$ cat src/rtl/cl_fsb_pkg.sv
`default_nettype none
// ============================================================================
//  Module      : cl_fsb_pkg
//  Description : Shared AXI-Lite definitions for the cl_fsb control/status
//                endpoints. Holds response codes, the per-port address window
//                width and the write/read responder state encodings.
//  Ports       : none (package)
//  Revision    : 1.0 - initial release
// ============================================================================
package cl_fsb_pkg;

    localparam logic [1:0] AXIL_RESP_OKAY   = 2'b00;
    localparam logic [1:0] AXIL_RESP_SLVERR = 2'b10;

    // Each crossbar port owns a 4 KB window; word index is addr[11:2].
    localparam int AXIL_WIN_ADDR_BITS = 12;
    localparam int AXIL_IDX_W         = AXIL_WIN_ADDR_BITS - 2;

    typedef enum logic [1:0] {
        W_IDLE    = 2'd0,
        W_HAVE_AW = 2'd1,
        W_HAVE_W  = 2'd2,
        W_RESP    = 2'd3
    } axil_wr_state_e;

    typedef enum logic [0:0] {
        R_IDLE = 1'b0,
        R_RESP = 1'b1
    } axil_rd_state_e;

endpackage
`default_nettype wire

$ cat src/rtl/axil_bus_t.sv
`default_nettype none
// ============================================================================
//  Module      : axil_bus_t
//  Description : AXI-Lite bus bundle, 32-bit address/data. The "master"
//                modport is the responder view used by register endpoints;
//                "initiator" is the requesting side.
//  Ports       : AW/W/B/AR/R channel signals (no prot/user fields)
//  Revision    : 1.0 - initial release
// ============================================================================
interface axil_bus_t;
    logic [31:0] awaddr;
    logic        awvalid;
    logic        awready;
    logic [31:0] wdata;
    logic [3:0]  wstrb;
    logic        wvalid;
    logic        wready;
    logic [1:0]  bresp;
    logic        bvalid;
    logic        bready;
    logic [31:0] araddr;
    logic        arvalid;
    logic        arready;
    logic [31:0] rdata;
    logic [1:0]  rresp;
    logic        rvalid;
    logic        rready;

    modport master (
        input  awaddr, awvalid, wdata, wstrb, wvalid, bready,
        input  araddr, arvalid, rready,
        output awready, wready, bresp, bvalid,
        output arready, rdata, rresp, rvalid
    );

    modport initiator (
        output awaddr, awvalid, wdata, wstrb, wvalid, bready,
        output araddr, arvalid, rready,
        input  awready, wready, bresp, bvalid,
        input  arready, rdata, rresp, rvalid
    );
endinterface
`default_nettype wire

$ cat src/rtl/axil_regfile_responder_join.sv
`default_nettype none
// ============================================================================
//  Module      : axil_aw_w_join
//  Description : Captures one AW beat and one W beat, in either order or in
//                the same cycle, and presents them as a single write request
//                for exactly one cycle (the cycle that enters W_RESP). Holds
//                the response phase until the B handshake.
//  Ports       : aclk, aresetn         clock, synchronous active-low reset
//                awaddr_i/awvalid_i/awready_o   AW channel
//                wdata_i/wstrb_i/wvalid_i/wready_o  W channel
//                req_v_o/req_addr_o/req_data_o/req_strb_o  commit request
//                resp_pend_o           B response pending (drives bvalid)
//                resp_ack_i            bready from the initiator
//  Revision    : 1.0 - initial release
// ============================================================================
module axil_aw_w_join
    import cl_fsb_pkg::*;
(
    input  logic        aclk,
    input  logic        aresetn,
    input  logic [31:0] awaddr_i,
    input  logic        awvalid_i,
    output logic        awready_o,
    input  logic [31:0] wdata_i,
    input  logic [3:0]  wstrb_i,
    input  logic        wvalid_i,
    output logic        wready_o,
    output logic        req_v_o,
    output logic [31:0] req_addr_o,
    output logic [31:0] req_data_o,
    output logic [3:0]  req_strb_o,
    output logic        resp_pend_o,
    input  logic        resp_ack_i
);

    axil_wr_state_e state_q, state_d;
    logic [31:0]    addr_q, addr_d;
    logic [31:0]    data_q, data_d;
    logic [3:0]     strb_q, strb_d;
    logic           aw_fire;
    logic           w_fire;

    // Readies decode straight from the state register and are forced low
    // while reset is held so nothing is accepted during reset.
    assign awready_o   = aresetn && ((state_q == W_IDLE) || (state_q == W_HAVE_W));
    assign wready_o    = aresetn && ((state_q == W_IDLE) || (state_q == W_HAVE_AW));
    assign resp_pend_o = (state_q == W_RESP);

    assign aw_fire = awvalid_i && awready_o;
    assign w_fire  = wvalid_i  && wready_o;

    // The beat that completes the pair is still on the bus, so the request
    // mixes the stored half with the live half.
    assign req_addr_o = (state_q == W_HAVE_AW) ? addr_q : awaddr_i;
    assign req_data_o = (state_q == W_HAVE_W)  ? data_q : wdata_i;
    assign req_strb_o = (state_q == W_HAVE_W)  ? strb_q : wstrb_i;

    always_comb begin
        state_d = state_q;
        addr_d  = addr_q;
        data_d  = data_q;
        strb_d  = strb_q;
        req_v_o = 1'b0;
        unique case (state_q)
            W_IDLE: begin
                if (aw_fire && w_fire) begin
                    state_d = W_RESP;
                    req_v_o = 1'b1;
                end else if (aw_fire) begin
                    state_d = W_HAVE_AW;
                    addr_d  = awaddr_i;
                end else if (w_fire) begin
                    state_d = W_HAVE_W;
                    data_d  = wdata_i;
                    strb_d  = wstrb_i;
                end
            end
            W_HAVE_AW: begin
                if (w_fire) begin
                    state_d = W_RESP;
                    req_v_o = 1'b1;
                end
            end
            W_HAVE_W: begin
                if (aw_fire) begin
                    state_d = W_RESP;
                    req_v_o = 1'b1;
                end
            end
            W_RESP: begin
                if (resp_ack_i) begin
                    state_d = W_IDLE;
                end
            end
            default: state_d = W_IDLE;
        endcase
    end

    always_ff @(posedge aclk) begin
        if (!aresetn) begin
            state_q <= W_IDLE;
            addr_q  <= '0;
            data_q  <= '0;
            strb_q  <= '0;
        end else begin
            state_q <= state_d;
            addr_q  <= addr_d;
            data_q  <= data_d;
            strb_q  <= strb_d;
        end
    end

endmodule
`default_nettype wire

$ cat src/rtl/axil_regfile_responder.sv
`default_nettype none
// ============================================================================
//  Module      : axil_regfile_responder
//  Description : AXI-Lite register-file endpoint for one 4 KB crossbar port.
//                Word-decodes addr[11:2] into NUM_REGS 32-bit slots. Writable
//                slots are byte-strobed flops; read-only slots return
//                ro_data_i. Unmapped or read-only writes and unmapped reads
//                answer SLVERR.
//  Ports       : aclk, aresetn   clock, synchronous active-low reset
//                s_axil_bus      AXI-Lite responder side
//                reg_o           writable register image (RO slots are 0)
//                reg_wr_v_o      per-slot pulse the cycle after a write
//                ro_data_i       status values for RO slots, sampled at AR
//  Revision    : 1.0 - initial release
// ============================================================================
module axil_regfile_responder
    import cl_fsb_pkg::*;
#(
    parameter int                     NUM_REGS  = 16,
    parameter logic [NUM_REGS-1:0]    RO_MASK   = '0,
    parameter logic [NUM_REGS*32-1:0] RESET_VAL = '0
) (
    input  logic                     aclk,
    input  logic                     aresetn,
    axil_bus_t.master                s_axil_bus,
    output logic [NUM_REGS*32-1:0]   reg_o,
    output logic [NUM_REGS-1:0]      reg_wr_v_o,
    input  logic [NUM_REGS*32-1:0]   ro_data_i
);

    localparam int IDX_W = AXIL_IDX_W;

    // ------------------------------------------------------------------
    // Write path
    // ------------------------------------------------------------------
    logic                  wr_req_v;
    logic [31:0]           wr_addr;
    logic [31:0]           wr_data;
    logic [3:0]            wr_strb;
    logic [IDX_W-1:0]      wr_idx;
    logic [NUM_REGS-1:0]   wr_hit;
    logic [NUM_REGS-1:0]   reg_wr_v_q, reg_wr_v_d;
    logic [1:0]            bresp_q, bresp_d;

    axil_aw_w_join u_aw_w_join (
        .aclk        (aclk),
        .aresetn     (aresetn),
        .awaddr_i    (s_axil_bus.awaddr),
        .awvalid_i   (s_axil_bus.awvalid),
        .awready_o   (s_axil_bus.awready),
        .wdata_i     (s_axil_bus.wdata),
        .wstrb_i     (s_axil_bus.wstrb),
        .wvalid_i    (s_axil_bus.wvalid),
        .wready_o    (s_axil_bus.wready),
        .req_v_o     (wr_req_v),
        .req_addr_o  (wr_addr),
        .req_data_o  (wr_data),
        .req_strb_o  (wr_strb),
        .resp_pend_o (s_axil_bus.bvalid),
        .resp_ack_i  (s_axil_bus.bready)
    );

    assign wr_idx = wr_addr[AXIL_WIN_ADDR_BITS-1:2];

    // One slot per generate iteration. A slot can only match when its index
    // is below NUM_REGS, so the mapped check is implicit in the compare.
    for (genvar gi = 0; gi < NUM_REGS; gi++) begin : g_slot
        if (RO_MASK[gi]) begin : g_ro
            assign wr_hit[gi]          = 1'b0;
            assign reg_o[gi*32 +: 32]  = '0;
        end else begin : g_rw
            logic [31:0] slot_q, slot_d;

            assign wr_hit[gi] = wr_req_v && (wr_idx == IDX_W'(gi));

            always_comb begin
                slot_d = slot_q;
                if (wr_hit[gi]) begin
                    for (int b = 0; b < 4; b++) begin
                        if (wr_strb[b]) begin
                            slot_d[b*8 +: 8] = wr_data[b*8 +: 8];
                        end
                    end
                end
            end

            always_ff @(posedge aclk) begin
                if (!aresetn) begin
                    slot_q <= RESET_VAL[gi*32 +: 32];
                end else begin
                    slot_q <= slot_d;
                end
            end

            assign reg_o[gi*32 +: 32] = slot_q;
        end
    end

    // A write is OKAY exactly when it hit a writable slot.
    always_comb begin
        reg_wr_v_d = wr_hit;
        bresp_d    = bresp_q;
        if (wr_req_v) begin
            bresp_d = (|wr_hit) ? AXIL_RESP_OKAY : AXIL_RESP_SLVERR;
        end
    end

    always_ff @(posedge aclk) begin
        if (!aresetn) begin
            reg_wr_v_q <= '0;
            bresp_q    <= AXIL_RESP_OKAY;
        end else begin
            reg_wr_v_q <= reg_wr_v_d;
            bresp_q    <= bresp_d;
        end
    end

    assign reg_wr_v_o       = reg_wr_v_q;
    assign s_axil_bus.bresp = bresp_q;

    // ------------------------------------------------------------------
    // Read path
    // ------------------------------------------------------------------
    axil_rd_state_e        rd_state_q, rd_state_d;
    logic [31:0]           rdata_q, rdata_d;
    logic [1:0]            rresp_q, rresp_d;
    logic [IDX_W-1:0]      rd_idx;
    logic [31:0]           rd_sel_data;
    logic [1:0]            rd_sel_resp;
    logic                  ar_fire;

    assign rd_idx             = s_axil_bus.araddr[AXIL_WIN_ADDR_BITS-1:2];
    assign s_axil_bus.arready = aresetn && (rd_state_q == R_IDLE);
    assign ar_fire            = s_axil_bus.arvalid && s_axil_bus.arready;

    // Reads sample the register flops before this cycle's write lands, so a
    // same-cycle read and write to one slot returns the old value.
    always_comb begin
        rd_sel_data = '0;
        rd_sel_resp = AXIL_RESP_SLVERR;
        for (int i = 0; i < NUM_REGS; i++) begin
            if (rd_idx == IDX_W'(i)) begin
                rd_sel_resp = AXIL_RESP_OKAY;
                rd_sel_data = RO_MASK[i] ? ro_data_i[i*32 +: 32] : reg_o[i*32 +: 32];
            end
        end
    end

    always_comb begin
        rd_state_d = rd_state_q;
        rdata_d    = rdata_q;
        rresp_d    = rresp_q;
        unique case (rd_state_q)
            R_IDLE: begin
                if (ar_fire) begin
                    rd_state_d = R_RESP;
                    rdata_d    = rd_sel_data;
                    rresp_d    = rd_sel_resp;
                end
            end
            R_RESP: begin
                if (s_axil_bus.rready) begin
                    rd_state_d = R_IDLE;
                end
            end
            default: rd_state_d = R_IDLE;
        endcase
    end

    always_ff @(posedge aclk) begin
        if (!aresetn) begin
            rd_state_q <= R_IDLE;
            rdata_q    <= '0;
            rresp_q    <= AXIL_RESP_OKAY;
        end else begin
            rd_state_q <= rd_state_d;
            rdata_q    <= rdata_d;
            rresp_q    <= rresp_d;
        end
    end

    assign s_axil_bus.rvalid = (rd_state_q == R_RESP);
    assign s_axil_bus.rdata  = rdata_q;
    assign s_axil_bus.rresp  = rresp_q;

    // Address bits outside the word index are ignored by design, and the
    // ro_data_i lanes of writable slots are never selected.
    logic unused_inputs;
    assign unused_inputs = ^{wr_addr[31:AXIL_WIN_ADDR_BITS], wr_addr[1:0],
                             s_axil_bus.araddr[31:AXIL_WIN_ADDR_BITS],
                             s_axil_bus.araddr[1:0], ro_data_i};

endmodule
`default_nettype wire

$ cat src/flat_wrapper.sv
// flat-port wrapper written by rule: the top's interface ports become plain ports
module axil_regfile_responder_flat import cl_fsb_pkg::*;
#(
    parameter int                     NUM_REGS  = 16,
    parameter logic [NUM_REGS-1:0]    RO_MASK   = '0,
    parameter logic [NUM_REGS*32-1:0] RESET_VAL = '0
)
  (aclk, aresetn, reg_o, reg_wr_v_o, ro_data_i, s_axil_bus_awaddr, s_axil_bus_awvalid, s_axil_bus_wdata, s_axil_bus_wstrb, s_axil_bus_wvalid, s_axil_bus_bready, s_axil_bus_araddr, s_axil_bus_arvalid, s_axil_bus_rready, s_axil_bus_awready, s_axil_bus_wready, s_axil_bus_bresp, s_axil_bus_bvalid, s_axil_bus_arready, s_axil_bus_rdata, s_axil_bus_rresp, s_axil_bus_rvalid);
  axil_bus_t s_axil_bus_i ();
  input  logic aclk;
  input  logic aresetn;
  output logic [NUM_REGS*32-1:0] reg_o;
  output logic [NUM_REGS-1:0] reg_wr_v_o;
  input  logic [NUM_REGS*32-1:0] ro_data_i;
  input wire logic [$bits(s_axil_bus_i.awaddr)-1:0] s_axil_bus_awaddr;
  input wire logic [$bits(s_axil_bus_i.awvalid)-1:0] s_axil_bus_awvalid;
  input wire logic [$bits(s_axil_bus_i.wdata)-1:0] s_axil_bus_wdata;
  input wire logic [$bits(s_axil_bus_i.wstrb)-1:0] s_axil_bus_wstrb;
  input wire logic [$bits(s_axil_bus_i.wvalid)-1:0] s_axil_bus_wvalid;
  input wire logic [$bits(s_axil_bus_i.bready)-1:0] s_axil_bus_bready;
  input wire logic [$bits(s_axil_bus_i.araddr)-1:0] s_axil_bus_araddr;
  input wire logic [$bits(s_axil_bus_i.arvalid)-1:0] s_axil_bus_arvalid;
  input wire logic [$bits(s_axil_bus_i.rready)-1:0] s_axil_bus_rready;
  output wire logic [$bits(s_axil_bus_i.awready)-1:0] s_axil_bus_awready;
  output wire logic [$bits(s_axil_bus_i.wready)-1:0] s_axil_bus_wready;
  output wire logic [$bits(s_axil_bus_i.bresp)-1:0] s_axil_bus_bresp;
  output wire logic [$bits(s_axil_bus_i.bvalid)-1:0] s_axil_bus_bvalid;
  output wire logic [$bits(s_axil_bus_i.arready)-1:0] s_axil_bus_arready;
  output wire logic [$bits(s_axil_bus_i.rdata)-1:0] s_axil_bus_rdata;
  output wire logic [$bits(s_axil_bus_i.rresp)-1:0] s_axil_bus_rresp;
  output wire logic [$bits(s_axil_bus_i.rvalid)-1:0] s_axil_bus_rvalid;
  assign s_axil_bus_i.awaddr = s_axil_bus_awaddr;
  assign s_axil_bus_i.awvalid = s_axil_bus_awvalid;
  assign s_axil_bus_i.wdata = s_axil_bus_wdata;
  assign s_axil_bus_i.wstrb = s_axil_bus_wstrb;
  assign s_axil_bus_i.wvalid = s_axil_bus_wvalid;
  assign s_axil_bus_i.bready = s_axil_bus_bready;
  assign s_axil_bus_i.araddr = s_axil_bus_araddr;
  assign s_axil_bus_i.arvalid = s_axil_bus_arvalid;
  assign s_axil_bus_i.rready = s_axil_bus_rready;
  assign s_axil_bus_awready = s_axil_bus_i.awready;
  assign s_axil_bus_wready = s_axil_bus_i.wready;
  assign s_axil_bus_bresp = s_axil_bus_i.bresp;
  assign s_axil_bus_bvalid = s_axil_bus_i.bvalid;
  assign s_axil_bus_arready = s_axil_bus_i.arready;
  assign s_axil_bus_rdata = s_axil_bus_i.rdata;
  assign s_axil_bus_rresp = s_axil_bus_i.rresp;
  assign s_axil_bus_rvalid = s_axil_bus_i.rvalid;
  axil_regfile_responder #(.NUM_REGS(NUM_REGS), .RO_MASK(RO_MASK), .RESET_VAL(RESET_VAL)) u_core (.aclk(aclk), .aresetn(aresetn), .s_axil_bus(s_axil_bus_i), .reg_o(reg_o), .reg_wr_v_o(reg_wr_v_o), .ro_data_i(ro_data_i));
endmodule
$ cat config.mk
export PLATFORM = sky130hd
export DESIGN_NAME = axil_regfile_responder_flat
export DESIGN_NICKNAME = d
export VERILOG_FILES = /design/src/rtl/cl_fsb_pkg.sv /design/src/rtl/axil_bus_t.sv /design/src/rtl/axil_regfile_responder_join.sv /design/src/rtl/axil_regfile_responder.sv /design/src/flat_wrapper.sv
export SDC_FILE = /design/constraint.sdc
export NUM_CORES = 1
export LEC_CHECK = 0
export ABC_AREA = 1
export CAP_MARGIN = 20
export CORE_AREA = 10 10 458 460
export CTS_BUF_LIST = sky130_fd_sc_hd__clkbuf_8
export CTS_CLUSTER_DIAMETER = 50
export CTS_CLUSTER_SIZE = 25
export DETAILED_ROUTE_END_ITERATION = 12
export DIE_AREA = 0 0 468 470
export GPL_TIMING_DRIVEN = 0
export PLACE_DENSITY_LB_ADDON = 0.05
export SLEW_MARGIN = 0
export SYNTH_ARGS = -nofsm -noshare
export SYNTH_HDL_FRONTEND = slang
export SYNTH_SLANG_ARGS = --single-unit
$ cat constraint.sdc
create_clock -name aclk -period 2.2 [get_ports aclk]
set_input_delay 0.44 -clock aclk [delete_from_list [all_inputs] [get_ports aclk]]
set_output_delay 0.44 -clock aclk [all_outputs]
set_load 0.02 [all_outputs]
==> results.toml <==
[finish]
fin_nets = 5485
final_util_pct = 23.2
area_growth_pct = 71.3
fillers = 22400
regArea_sq_um = 12300
stdcell_count = 7669
drive_gt1_share_pct = 21.6
multi_input_area_sq_um = 13600

[clocking]
clockBufferDepth = 3
cts-root-buf = "clkbuf_8"
clock-sinks = 611
ctsHtreeMaxLevel = 4
cts_tree = "yes"
cts_hold_buf = 0
cts-buffers-inserted = 143
path_clk_slew_ns = 0.06
clk_latency_ns = 0.92

[drt]
drc = 0
first_pass_iters = 5
drt_iter0_drc = 2021
vias = 31600
wl_per_cell_um = 30.3
ant_nets = 0
avgViaCountPerCell = 4.12
wirelength_mm = 233

[setup_path]
path_class = "register to register"
crit_path_start_kind = "register"
startpoint = "u_core.u_aw_w_join.state_q[1]"
crit_arrival_ns = 3.33
worst-path-max-fanout = 8
crit_chain = "buf_4 > ha_4 > inv_4 > a21oi_4 > nand2_2 > o21ai_2 > o211ai_4 > inv_4 > buf_6 > nand3b_4 > nor3_4 > buf_12 > nand2_8 > buf_6 > o21ai_4 > a21oi_1"
rr_startpoint = "u_core.u_aw_w_join.state_q[1]"
end_kind = "register"
required_ns = 2.99
crit_slowest_cell = "dfxtp_4"
max_stage_delay_ns = 0.36

[floorplanning]
initial_core_util_pct = 13.5
die_h_um = 470
fp.dieW_um = 468
dieArea_sq_um = 220000
io_pins = 1188
num_rows = 165
coreArea_sq_um = 201000

[global_routing]
grt_pass1_wl_mm = 298
grt-ovfl-total = 0
grt_start_max_net_pins = 17
antenna_found_initial = 29
grt_pass1_vias = 31300
grt_usage_pct = 20.1

[synthesis]
syn_inst = 3873
avgSynthCellArea_sq_um = 7.01
netlist_area_sq_um = 27200
ys_seq_area_share_pct = 45.1
yosysWarningCount = 0
synth-seq-cells = 611
yosysUniqueCellTypes = 40

[pwr]
peakVddDrop_mv = 0.619
p_total_mw = 34.5
power.leakage_nw = 17.4
p_per_area_nw_per_um2 = 742

[sta]
worst_pin_slew_ns = 1.13
skew_ns = 0.0492
fmax_ghz = 0.393
min_period_over_period_pct = 116
rsz0062_at_grt = "yes"
fin_ws_ns = -0.344
slew_headroom_pct = 24.5
hold_viol_final = 0
finalSetupViolations = 946
finalMaxSlewViolations = 0
finalCriticalPeriod_ns = 2.54

[worst_hold_path]
holdCritPathClass = "input port to register"
hold_start = "s_axil_bus_rready"

[outcome]
status = "complete, but fails checks"
violations = "negative setup slack"

[placement]
port_buffers = 629
dp_cells = 7190
dp_hpwl_mm = 189
gp_congestion = 0.832

[job]
cap_violations = 0
metrics by stage:
step / area, sq um / hold slack [ns] / setup TNS, ns / setup WS, ns
final: 46500 / 0.122 / -153.41 / -0.344
after CTS: 44700 / 0.0221 / -226.53 / -0.356
after floorplan: 27400 / 0.424 / -9.09 / -0.106
after global routing: 46500 / 0.0665 / -263.02 / -0.454
after global placement: 37100 / 0.436 / -1044.26 / -2.95
after detailed placement: 37300 / 0.438 / -1003.45 / -2.97
path summary, 6_finish.rpt:
path                                endpoint  slack, ns  cells past startpoint
max reg2reg  u_core.g_slot[2].g_rw.slot_q[6]      -0.34                     16
max          u_core.g_slot[2].g_rw.slot_q[6]      -0.34                     16
min                 u_core.s_axil_bus.rvalid       0.12                      2
min reg2reg     u_core.u_aw_w_join.addr_q[6]       0.45                      2
cells by family (layout without fill, tap and decap cells):
| family | after synthesis | count (layout) | synth area share, % |
|---|---|---|---|
| flops | 611 | 611 | 45.1 |
| buf+inv | 879 | 1982 | 12.7 |
| other cells | 1 | 21 | 0.0138 |
| fa+ha+maj | 5 | 5 | 0.230 |
| compound gates | 1346 | 1346 | 25.8 |
| simple gates | 1031 | 1032 | 16.3 |
cells in the final DEF (no fill, tap or decap), types with 58 or more instances in the layout:
| master | instances |
|---|---|
| a21oi_1 | 602 |
| dfxtp_1 | 598 |
| inv_1 | 593 |
| nand2_1 | 519 |
| o21ai_0 | 468 |
| clkdlybuf4s50_1 | 394 |
| clkbuf_8 | 212 |
| dlygate4sd2_1 | 166 |
| nand3_1 | 138 |
| buf_4 | 114 |
| nor2_1 | 112 |
| o21ai_1 | 104 |
| clkbuf_1 | 63 |
| buf_6 | 60 |
| clkdlybuf4s15_2 | 58 |
layer usage:
layer	GRT usage [%]	routed length, um	share of wire [%]	vias up
met1	25.9	104000	44	15500
met5	0	61	0.026	-
met4	6.00	7500	3.2	8
met3	5.41	15300	6.6	230
li1	-	-	-	14800
met2	32.7	106000	46	938
final cells by class:
class	count	share of cell area, %
inverters	611	5.10
clock buffers	177	5.24
plain buffers	268	5.67
multi-input cells	2385	29.2
diodes	19	0.102
flip-flops and latches	611	26.3
well taps	2672	7.19
clock inverters	85	2.06
repair buffers	841	19.1
synth_stat cells:
master | n | area (sq um)
buf_4 | 8 | 60.1
a21o_1 | 1 | 7.51
inv_1 | 600 | 2250
o221a_2 | 1 | 11.3
nand3_1 | 185 | 926
nand3b_1 | 1 | 7.51
clkinv_1 | 2 | 7.51
nor3_1 | 29 | 145
buf_6 | 5 | 56.3
nor4_2 | 2 | 25.0
buf_1 | 13 | 48.8
nand4_1 | 30 | 188
ha_1 | 5 | 62.6
nor2_1 | 134 | 503
nand2_2 | 8 | 50.1
nand3b_2 | 1 | 11.3
nor2_2 | 7 | 43.8
nor4_1 | 9 | 56.3
a221oi_1 | 43 | 377
o22ai_1 | 22 | 138
buf_2 | 60 | 300
inv_2 | 9 | 33.8
clkbuf_1 | 182 | 683
o211ai_4 | 1 | 21.3
nor3_2 | 5 | 50.1
a21oi_1 | 639 | 3200
o21ai_0 | 624 | 3120
a211oi_1 | 4 | 30.0
o21ai_2 | 4 | 35.0
nor2_4 | 2 | 22.5
and2_1 | 1 | 6.26
nand2_1 | 612 | 2300
nor3_4 | 4 | 65.1
a21oi_2 | 2 | 17.5
conb_1 | 1 | 3.75
o21ai_1 | 2 | 10.0
nor4_4 | 1 | 21.3
dfxtp_1 | 611 | 12200
a31oi_1 | 2 | 12.5
o31ai_2 | 1 | 12.5
timing repair:
| item | 4_1_cts | 5_1_grt |
|---|---|---|
| gates resized for setup | 1131 | 355 |
| endpoints found under the setup margin | 1160 | 1095 |
| gates cloned | 22 | 21 |
| pin swaps | 57 | 64 |
| setup buffers | 110 | 45 |
flip-flops by register name, indices dropped and copies added (netlist names):
register / count
u_core.u_aw_w_join.addr_q: 10
u_core.reg_wr_v_o: 16
u_core.s_axil_bus.rresp: 1
u_core.s_axil_bus.rvalid: 1
u_core.u_aw_w_join.strb_q: 4
u_core.u_aw_w_join.state_q: 2
u_core.s_axil_bus.bresp: 1
u_core.g_slot.g_rw.slot_q: 512
u_core.s_axil_bus.rdata: 32
u_core.u_aw_w_join.data_q: 32
critical path: cells and delay by family (launching register included):
family / cells / cell delay (ns)
buffers and inverters: 6 / 0.75
AO/OA/AOI/OAI: 5 / 0.62
AND/OR/NAND/NOR: 4 / 0.51
flip-flops: 1 / 0.36
adder cells (fa/ha/maj): 1 / 0.13
where the power goes:
part           internal, mW  leakage (nW)  total [mW]  switching (mW)
combinational          1.69          10.7        6.70            5.01
sequential             11.3          4.93        11.4           0.124
clock                  9.60          1.78        16.4            6.78
total                  22.6          17.4        34.5            11.9
Power figures use the tool's default switching activity.
